$ cat src/rtl/util_axis_puf_pkg.sv
// Shared opcodes, status codes and FSM state encoding for the AXI-Stream PUF controller.
package util_axis_puf_pkg;

  localparam logic [3:0] OP_SET_A = 4'h1;
  localparam logic [3:0] OP_SET_B = 4'h2;
  localparam logic [3:0] OP_RUN   = 4'h4;
  localparam logic [3:0] OP_STAT  = 4'h8;

  localparam logic [1:0] ST_OK      = 2'b00;
  localparam logic [1:0] ST_TIMEOUT = 2'b01;
  localparam logic [1:0] ST_BADCH   = 2'b10;
  localparam logic [1:0] ST_STAT    = 2'b11;

  typedef enum logic [1:0] {
    IDLE = 2'd0,
    FIRE = 2'd1,
    WAIT = 2'd2,
    OUT  = 2'd3
  } state_t;

endpackage

$ cat src/rtl/util_axis_puf_chan_mux.sv
// Selects one PUF channel's response word and valid bit by the latched channel index.
module util_axis_puf_chan_mux #(
  parameter int DATA_WIDTH   = 8,
  parameter int PUF_CHANNELS = 2
) (
  input  logic [DATA_WIDTH-1:0]              ch,
  input  logic [PUF_CHANNELS*DATA_WIDTH-1:0] puf_data,
  input  logic [PUF_CHANNELS-1:0]            puf_valid,
  output logic [DATA_WIDTH-1:0]              sel_data,
  output logic                               sel_valid
);

  // Out-of-range indices select nothing, so a stray index can never complete a wait.
  always_comb begin
    sel_data  = '0;
    sel_valid = 1'b0;
    for (int c = 0; c < PUF_CHANNELS; c++) begin
      if (ch == DATA_WIDTH'(c)) begin
        sel_data  = puf_data[c*DATA_WIDTH +: DATA_WIDTH];
        sel_valid = puf_valid[c];
      end
    end
  end

endmodule

$ cat src/rtl/util_axis_puf_multi_controller.sv
// AXI-Stream command front-end for a bank of PUF cores sharing one challenge bus.
// Define PUF_TIMEOUT_EN to build the WAIT-state timeout counter (status 01).
module util_axis_puf_multi_controller
  import util_axis_puf_pkg::*;
#(
  parameter int DATA_WIDTH     = 8,
  parameter int SEL_WIDTH      = 8,
  parameter int PUF_CHANNELS   = 2,
  parameter int TIMEOUT_CYCLES = 1024
) (
  input  logic                               aclk,
  input  logic                               arst,
  input  logic [DATA_WIDTH-1:0]              s_axis_tdata,
  input  logic [3:0]                         s_axis_tuser,
  input  logic                               s_axis_tvalid,
  output logic                               s_axis_tready,
  output logic [DATA_WIDTH-1:0]              m_axis_tdata,
  output logic [1:0]                         m_axis_tuser,
  output logic                               m_axis_tvalid,
  input  logic                               m_axis_tready,
  input  logic [PUF_CHANNELS*DATA_WIDTH-1:0] puf_data,
  input  logic [PUF_CHANNELS-1:0]            puf_valid,
  output logic [SEL_WIDTH-1:0]               puf_sela,
  output logic [SEL_WIDTH-1:0]               puf_selb,
  output logic [PUF_CHANNELS-1:0]            puf_w
);

  // When every index value addresses a real channel, the range check must not wrap to zero.
  localparam bit ALL_CH = (DATA_WIDTH < 31) && (PUF_CHANNELS >= (1 << DATA_WIDTH));

  state_t                state, state_next;
  logic [DATA_WIDTH-1:0] ch_reg;
  logic [DATA_WIDTH-1:0] run_cnt;
  logic [DATA_WIDTH-1:0] sel_data;
  logic                  sel_valid;
  logic                  timeout_hit;
  logic                  accept;
  logic                  ch_ok;
  logic                  tready_q;

  assign accept        = s_axis_tvalid && tready_q;
  assign ch_ok         = ALL_CH || (s_axis_tdata < DATA_WIDTH'(PUF_CHANNELS));
  assign s_axis_tready = tready_q;
  assign m_axis_tvalid = (state == OUT);

  util_axis_puf_chan_mux #(
    .DATA_WIDTH   (DATA_WIDTH),
    .PUF_CHANNELS (PUF_CHANNELS)
  ) u_chan_mux (
    .ch        (ch_reg),
    .puf_data  (puf_data),
    .puf_valid (puf_valid),
    .sel_data  (sel_data),
    .sel_valid (sel_valid)
  );

`ifdef PUF_TIMEOUT_EN
  localparam int TW = $clog2(TIMEOUT_CYCLES + 1);
  logic [TW-1:0] wait_cnt;

  always_ff @(posedge aclk or posedge arst) begin
    if (arst)                wait_cnt <= '0;
    else if (state == FIRE)  wait_cnt <= '0;
    else if (state == WAIT)  wait_cnt <= wait_cnt + TW'(1);
  end

  assign timeout_hit = (state == WAIT) && !sel_valid && (wait_cnt == TW'(TIMEOUT_CYCLES - 1));
`else
  assign timeout_hit = 1'b0;
`endif

  always_ff @(posedge aclk or posedge arst) begin
    if (arst) begin
      state    <= IDLE;
      tready_q <= 1'b0;
    end else begin
      state    <= state_next;
      tready_q <= (state_next == IDLE);
    end
  end

  always_comb begin
    state_next = state;
    case (state)
      IDLE: begin
        if (accept) begin
          if (s_axis_tuser == OP_RUN)       state_next = ch_ok ? FIRE : OUT;
          else if (s_axis_tuser == OP_STAT) state_next = OUT;
        end
      end
      FIRE:    state_next = WAIT;
      WAIT:    if (sel_valid || timeout_hit) state_next = OUT;
      OUT:     if (m_axis_tready) state_next = IDLE;
      default: state_next = IDLE;
    endcase
  end

  // The strobe is decoded straight from the state so reset removes it without waiting for a clock.
  always_comb begin
    puf_w = '0;
    if (state == FIRE) begin
      for (int c = 0; c < PUF_CHANNELS; c++) begin
        if (ch_reg == DATA_WIDTH'(c)) puf_w[c] = 1'b1;
      end
    end
  end

  always_ff @(posedge aclk or posedge arst) begin
    if (arst) begin
      puf_sela     <= '0;
      puf_selb     <= '0;
      ch_reg       <= '0;
      run_cnt      <= '0;
      m_axis_tdata <= '0;
      m_axis_tuser <= ST_OK;
    end else begin
      case (state)
        IDLE: begin
          if (accept) begin
            case (s_axis_tuser)
              OP_SET_A: puf_sela <= s_axis_tdata[SEL_WIDTH-1:0];
              OP_SET_B: puf_selb <= s_axis_tdata[SEL_WIDTH-1:0];
              OP_RUN: begin
                ch_reg <= s_axis_tdata;
                if (!ch_ok) begin
                  m_axis_tdata <= '0;
                  m_axis_tuser <= ST_BADCH;
                end
              end
              OP_STAT: begin
                m_axis_tdata <= run_cnt;
                m_axis_tuser <= ST_STAT;
              end
              default: ;
            endcase
          end
        end
        WAIT: begin
          if (sel_valid) begin
            m_axis_tdata <= sel_data;
            m_axis_tuser <= ST_OK;
            run_cnt      <= run_cnt + DATA_WIDTH'(1);
          end else if (timeout_hit) begin
            m_axis_tdata <= '0;
            m_axis_tuser <= ST_TIMEOUT;
          end
        end
        default: ;
      endcase
    end
  end

endmodule
$ cat config.mk
export PLATFORM = sky130hd
export DESIGN_NAME = util_axis_puf_multi_controller
export DESIGN_NICKNAME = d
export VERILOG_FILES = /design/src/rtl/util_axis_puf_pkg.sv /design/src/rtl/util_axis_puf_chan_mux.sv /design/src/rtl/util_axis_puf_multi_controller.sv
export SDC_FILE = /design/constraint.sdc
export NUM_CORES = 1
export LEC_CHECK = 0
export CAP_MARGIN = 20
export CORE_MARGIN = 3
export CORE_UTILIZATION = 30
export DETAILED_ROUTE_END_ITERATION = 6
export PLACE_DENSITY_LB_ADDON = 0.05
export SLEW_MARGIN = 10
export SYNTH_ARGS = -nofsm -noshare
export SYNTH_HDL_FRONTEND = slang
export SYNTH_SLANG_ARGS = --single-unit
$ cat constraint.sdc
create_clock -name aclk -period 2.85 [get_ports aclk]
set_clock_uncertainty 0.05 [all_clocks]
set_input_delay 0.285 -clock aclk [delete_from_list [all_inputs] [get_ports aclk]]
set_output_delay 0.285 -clock aclk [all_outputs]
set_load 0.1 [all_outputs]
==> run metrics, run 1 <==
global-route wire length before repair=8.04 mm; Power Density=982 nW/um^2; clock sinks=45; met2 GRT Util=21.8%; post-synth top area share=53.9%; maximum clock rate=456 MHz; flops & latches, synth=45; core area=6530 sq um; CP endpoint kind=output port; CTS Buf Count=5; die area=8000 sq um; Vias=1,517; sequential area share after synthesis=53.9%; synthesized area per cell=13.3 sq um; outcome=completed; nets=260; peak supply drop=0.000386 V; Worst Path Arrival=1860 ps; top cells by area, synth=dfrtp_1 54%, mux2_2 18%, mux2i_1 4.3%; post-synth net total=192; cell row count=29; fin crit period=2190 ps; GRT Util Overall=13.4%; Residual DRC=0; Buffers on Ports=63; final worst path period share=76.9%; worst slew pin tran=811 ps; postcts setup bufs=0; most used flip-flop cell after synthesis=dfrtp_1; Initial DRT Pass Iterations=4; EDFF count, synth=0; Clock Latency Late Sink=300 ps; Congestion Overflow GR=0; gate count after technology mapping=157; DR WL/cell=16.8 microns; Place WS=350 ps; CP Launch Type=flop; final wirelength=5.05 mm; Lkg Pwr=1.30 nW; busiest grt layer=met2; final core occ=43.3%; antenna diode count=0; Starting DRT DRC Count=26; DP Area=2730 sq um; type of the worst setup path=flop to output port; htree depth=2; synth unique cells=35; cts hold-fix bufs=0; RSZ-0062 raised after global routing=no; initial antenna violation count=0; Post-DP HPWL=3.81 mm; root buffer cell=clkbuf_8; Fin. Hold Viols=0; Max clock buf depth=2; fin. max-slew vios=0; layout cells sized above 1=34.8%; final number of setup-violating endpoints=0; total negative setup slack=0 ps; placer congestion estimate=0.740; grt met1 use=17.2%; M3 GR Usage=3.13%; largest net degree at the start of global routing=46; HP Class=primary input to async pin; Yosys top cell by area=dfrtp_1; design area=2830 sq um; number of global-route vias before repair=1,628; Req. time, crit path=2520 ps; Syn Std Cell Area=2090 sq um; die width=89.4 microns; setup ws final=659 ps; CP Max Fanout=3; Layout area overhead=35.4%; Clock transition at path regs=80 ps; I/O pin cnt=64; Die H=89.4 microns; CTS tree=built; Max Cap Viol=0; DR vias/cell=5.04; ys async rst share=100%; post-CTS sizing=0; Routed Antenna Nets=0; synthesis warning total=0; Starting Density=32.0%; R2R Setup Slk=760 ps; Max transition margin=45.8%
layout make-up:
class	count	area [sq um]
timing repair buffer	66	591
clock buffer	5	68.8
multi-input combinational	103	926
inverter	4	15.0
fill	624	3700
tap	77	96.3
clock inverter	1	5.00
sequential	45	1130
path summary, 6_finish.rpt:
| path | cells past startpoint | end | from |
|---|---|---|---|
| worst max-delay path | 4 | puf_w[1] | ch_reg[4]$_DFFE_PP0P_ |
| worst min-delay path | 2 | puf_sela[1]$_DFFE_PP0P_ | arst |
| worst max register to register | 4 | run_cnt[7]$_DFFE_PP0P_ | ch_reg[4]$_DFFE_PP0P_ |
| worst min register to register | 1 | run_cnt[7]$_DFFE_PP0P_ | run_cnt[7]$_DFFE_PP0P_ |
| max in group asynchronous | 3 | s_axis_tready$_DFF_PP0_ | arst |
| min in group aclk | 1 | run_cnt[7]$_DFFE_PP0P_ | run_cnt[7]$_DFFE_PP0P_ |
synth_stat cells (3+ instances only):
master / count
dfrtp_1: 45
o2bb2ai_1: 8
nor4_1: 3
nor2_1: 4
mux2_2: 33
nor3_1: 5
and3_1: 3
nand4_1: 5
inv_1: 4
mux2i_1: 9
xnor2_1: 6
cells by family after synthesis:
| family | share of synthesized area (%) |
|---|---|
| multiplexers | 22.1 |
| XOR/XNOR | 3.36 |
| AO/OA/AOI/OAI | 5.93 |
| buffers and inverters | 1.74 |
| AND/OR/NAND/NOR | 12.3 |
| adder cells (fa/ha/maj) | 0.599 |
| flip-flops | 53.9 |
layer usage:
layer,routed length [microns],vias up
met4,88,0
met3,274,7
met5,0,-
li1,-,714
met2,2480,37
met1,2210,759
layout by cell type, fill, tap and decap left out, types with 2 or more instances in the layout:
cell type / synthesis / layout
xnor2_1: 6 / 6
buf_4: 0 / 32
dfrtp_1: 45 / 45
nand3_1: 2 / 2
and3_1: 3 / 3
clkbuf_8: 0 / 5
nor4_1: 3 / 3
nand3b_1: 2 / 2
nand2_1: 2 / 2
nor2_1: 4 / 4
nor4b_2: 2 / 2
nand4b_1: 2 / 2
nand4_1: 5 / 5
inv_1: 4 / 3
nor3_1: 5 / 5
mux2_2: 33 / 33
clkdlybuf4s50_1: 0 / 33
mux2i_1: 9 / 9
xor2_1: 2 / 2
o2bb2ai_1: 8 / 8
per-stage QoR:
| step | power (mW) | hold WS [ps] | instances |
|---|---|---|---|
| floorplan | 2.06 | 385 | 157 |
| global placement | 2.41 | 434 | 294 |
| detailed placement | 2.44 | 431 | 294 |
| CTS | 2.81 | 443 | 300 |
| global route | 2.92 | 336 | 301 |
| finish | 2.78 | 281 | 301 |
report_power, final:
| group | switching, mW | internal [mW] | leakage [nW] |
|---|---|---|---|
| clock | 0.204 | 0.162 | 0.0399 |
| sequential | 0.141 | 0.803 | 0.599 |
| combinational | 1.06 | 0.407 | 0.661 |
| total | 1.41 | 1.37 | 1.30 |
worst max-delay path, stage by stage, from the launching register on:
cell and delay [ps]:
dfrtp_1 380, nor4_1 530, nand4b_1 200, nor2_1 150, buf_4 310
No activity file was read; power rests on OpenSTA's default activity.
==> run 2, diff against run 1 <==
==> constraint.sdc (replaced) <==
create_clock -name aclk -period 2.3 [get_ports aclk]
set_clock_uncertainty 0.05 [all_clocks]
set_input_delay 0.23 -clock aclk [delete_from_list [all_inputs] [get_ports aclk]]
set_output_delay 0.23 -clock aclk [all_outputs]
set_load 0.1 [all_outputs]
==> run 2 against run 1 <==
Compared with the run above:
- sequential share of layout area down 1.4 points
- core utilization up 1.6 points
- cell count up 3.7%
- first-iteration DRC count rose by 35%
- critical endpoint is now m_axis_tdata[6]$_DFFE_PP0P_
- highest routed layer unchanged
==> run metrics, run 2 (same netlist as run 1, synthesis figures left out) <==
Worst path slowest cell=clkdlybuf4s50_1; Tot Pwr=3.52 mW; number of global-route vias before repair=1,648; CTS Buf Count=5; htree depth=2; Post-DP HPWL=3.90 mm; Fill cells=613; Reg power frac=33.5%; cell row count=29; largest net degree at the start of global routing=26; commonest non-fill, non-tap cell in the layout=dfrtp_1; max incr delay on CP=460 ps; Max Cap Viol=0; fin crit period=2040 ps; Max clock buf depth=2; Clock Latency Late Sink=300 ps; CP Launch Type=primary input; Place WS=-72.4 ps; postcts setup bufs=0; switching pwr=1.77 mW; Fin. Hold Viols=0; Initial DRT Pass Iterations=4; Routed Antenna Nets=0; total negative setup slack=0 ps; register area=1130 sq um; final wirelength=5.03 mm; setup ws final=255 ps; I/O pin cnt=64; Clock transition at path regs=80 ps; design area=2940 sq um; DR WL/cell=16.1 microns; type of the worst setup path=primary input to flop; CP Max Fanout=9; Starting DRT DRC Count=35; Multi-input gate area=926 sq um; Gate power share=52.7%; Worst Path Arrival=2180 ps; Congestion Overflow GR=0; peak supply drop=0.000440 V; clock sinks=45; worst slew pin tran=558 ps; maximum clock rate=489 MHz; antenna diode count=0; Vias=1,561; core area=6530 sq um; root buffer cell=clkbuf_8; final worst path period share=88.9%; Req. time, crit path=2440 ps; Max transition margin=62.8%; layout cells sized above 1=37.9%; die area=8000 sq um; nets=269; fin cells=312; CP Launch Point=s_axis_tdata[1]; post-CTS sizing=0; initial antenna violation count=0; Die H=89.4 microns; Layout area overhead=40.6%; most frequent cells in the layout=44 x dfrtp_1, 39 x buf_4, 33 x mux2_2, 33 x clkdlybuf4s50_1, 9 x mux2i_1; design internal power=1.75 mW; placer congestion estimate=0.758; Power Density=1200 nW/um^2; outcome=completed; Clock Power Share=13.8%; fin. max-slew vios=0; final number of setup-violating endpoints=0; Lkg Pwr=1.34 nW; CP endpoint kind=flop; sw frac=50.2%; Buffers on Ports=63; DR vias/cell=5.00; CTS tree=built; Starting Density=32.0%; dpl cells=304; Fin Hold WS=244 ps; final core occ=44.9%; Residual DRC=0; HP Class=primary input to async pin; DP Area=2850 sq um; cts hold-fix bufs=0; global-route wire length before repair=7.96 mm; GRT Util Overall=13.2%; RSZ-0062 raised after global routing=no; die width=89.4 microns; crit path cell chain=clkdlybuf4s50_1 > nor3_1 > a2111oi_2 > nor3_4 > mux2_2; Reg-to-Reg Start=ch_reg[0]$_DFFE_PP0P_
-- run 2: changes by cell type in the layout (fill, tap and decap cells not counted) --
| cell | before | now |
|---|---|---|
| clkinvlp_4 | 0 | 2 |
| clkinv_2 | 1 | 0 |
| dfrtp_1 | 45 | 44 |
| buf_4 | 32 | 39 |
| dfrtp_2 | 0 | 1 |
| clkbuf_1 | 0 | 1 |
| buf_12 | 1 | 3 |
-- run 2: per-layer routing --
| metal | track usage [%] | wire [microns] | share of wire (%) | vias to the layer above |
|---|---|---|---|---|
| li1 | - | - | - | 743 |
| met1 | 17.2 | 2260 | 45 | 765 |
| met2 | 21.6 | 2480 | 49 | 44 |
| met3 | 3.04 | 223 | 4.4 | 9 |
| met4 | 4.60 | 63 | 1.3 | 0 |
| met5 | 0 | 0 | 0 | - |
-- run 2: worst paths after layout --
check	slack, ps	cells after the start	end
max reg2reg	350	4	m_axis_tdata[6]$_DFFE_PP0P_
max in group asynchronous	1450	3	m_axis_tdata[6]$_DFFE_PP0P_
min	240	2	puf_sela[1]$_DFFE_PP0P_
min reg2reg	440	1	run_cnt[7]$_DFFE_PP0P_
max	260	5	m_axis_tdata[6]$_DFFE_PP0P_
min in group aclk	440	1	run_cnt[7]$_DFFE_PP0P_
-- run 2: layout make-up --
| cell class | instances | area share [%] |
|---|---|---|
| Inverter | 4 | 0.512 |
| Tap cell | 77 | 3.28 |
| Sequential cell | 45 | 38.4 |
| Timing Repair Buffer | 75 | 23.3 |
| Clock inverter | 2 | 0.512 |
| Clock buffer | 6 | 2.47 |
| Multi-Input combinational cell | 103 | 31.5 |
-- run 2: power by group through the flow --
stage	registers, mW	logic [mW]	clock network (mW)
after global routing	1.21	1.95	0.539
final	1.18	1.86	0.486
after floorplan	2.01	0.547	0
after global placement	1.19	1.85	0
after detailed placement	1.20	1.87	0
after CTS	1.18	1.88	0.508
-- run 2: critical path: cells and delay by family --
kind | cells | cell delay (ps)
AO/OA/AOI/OAI | 1 | 180
multiplexers | 1 | 390
buffers and inverters | 1 | 460
AND/OR/NAND/NOR | 2 | 920
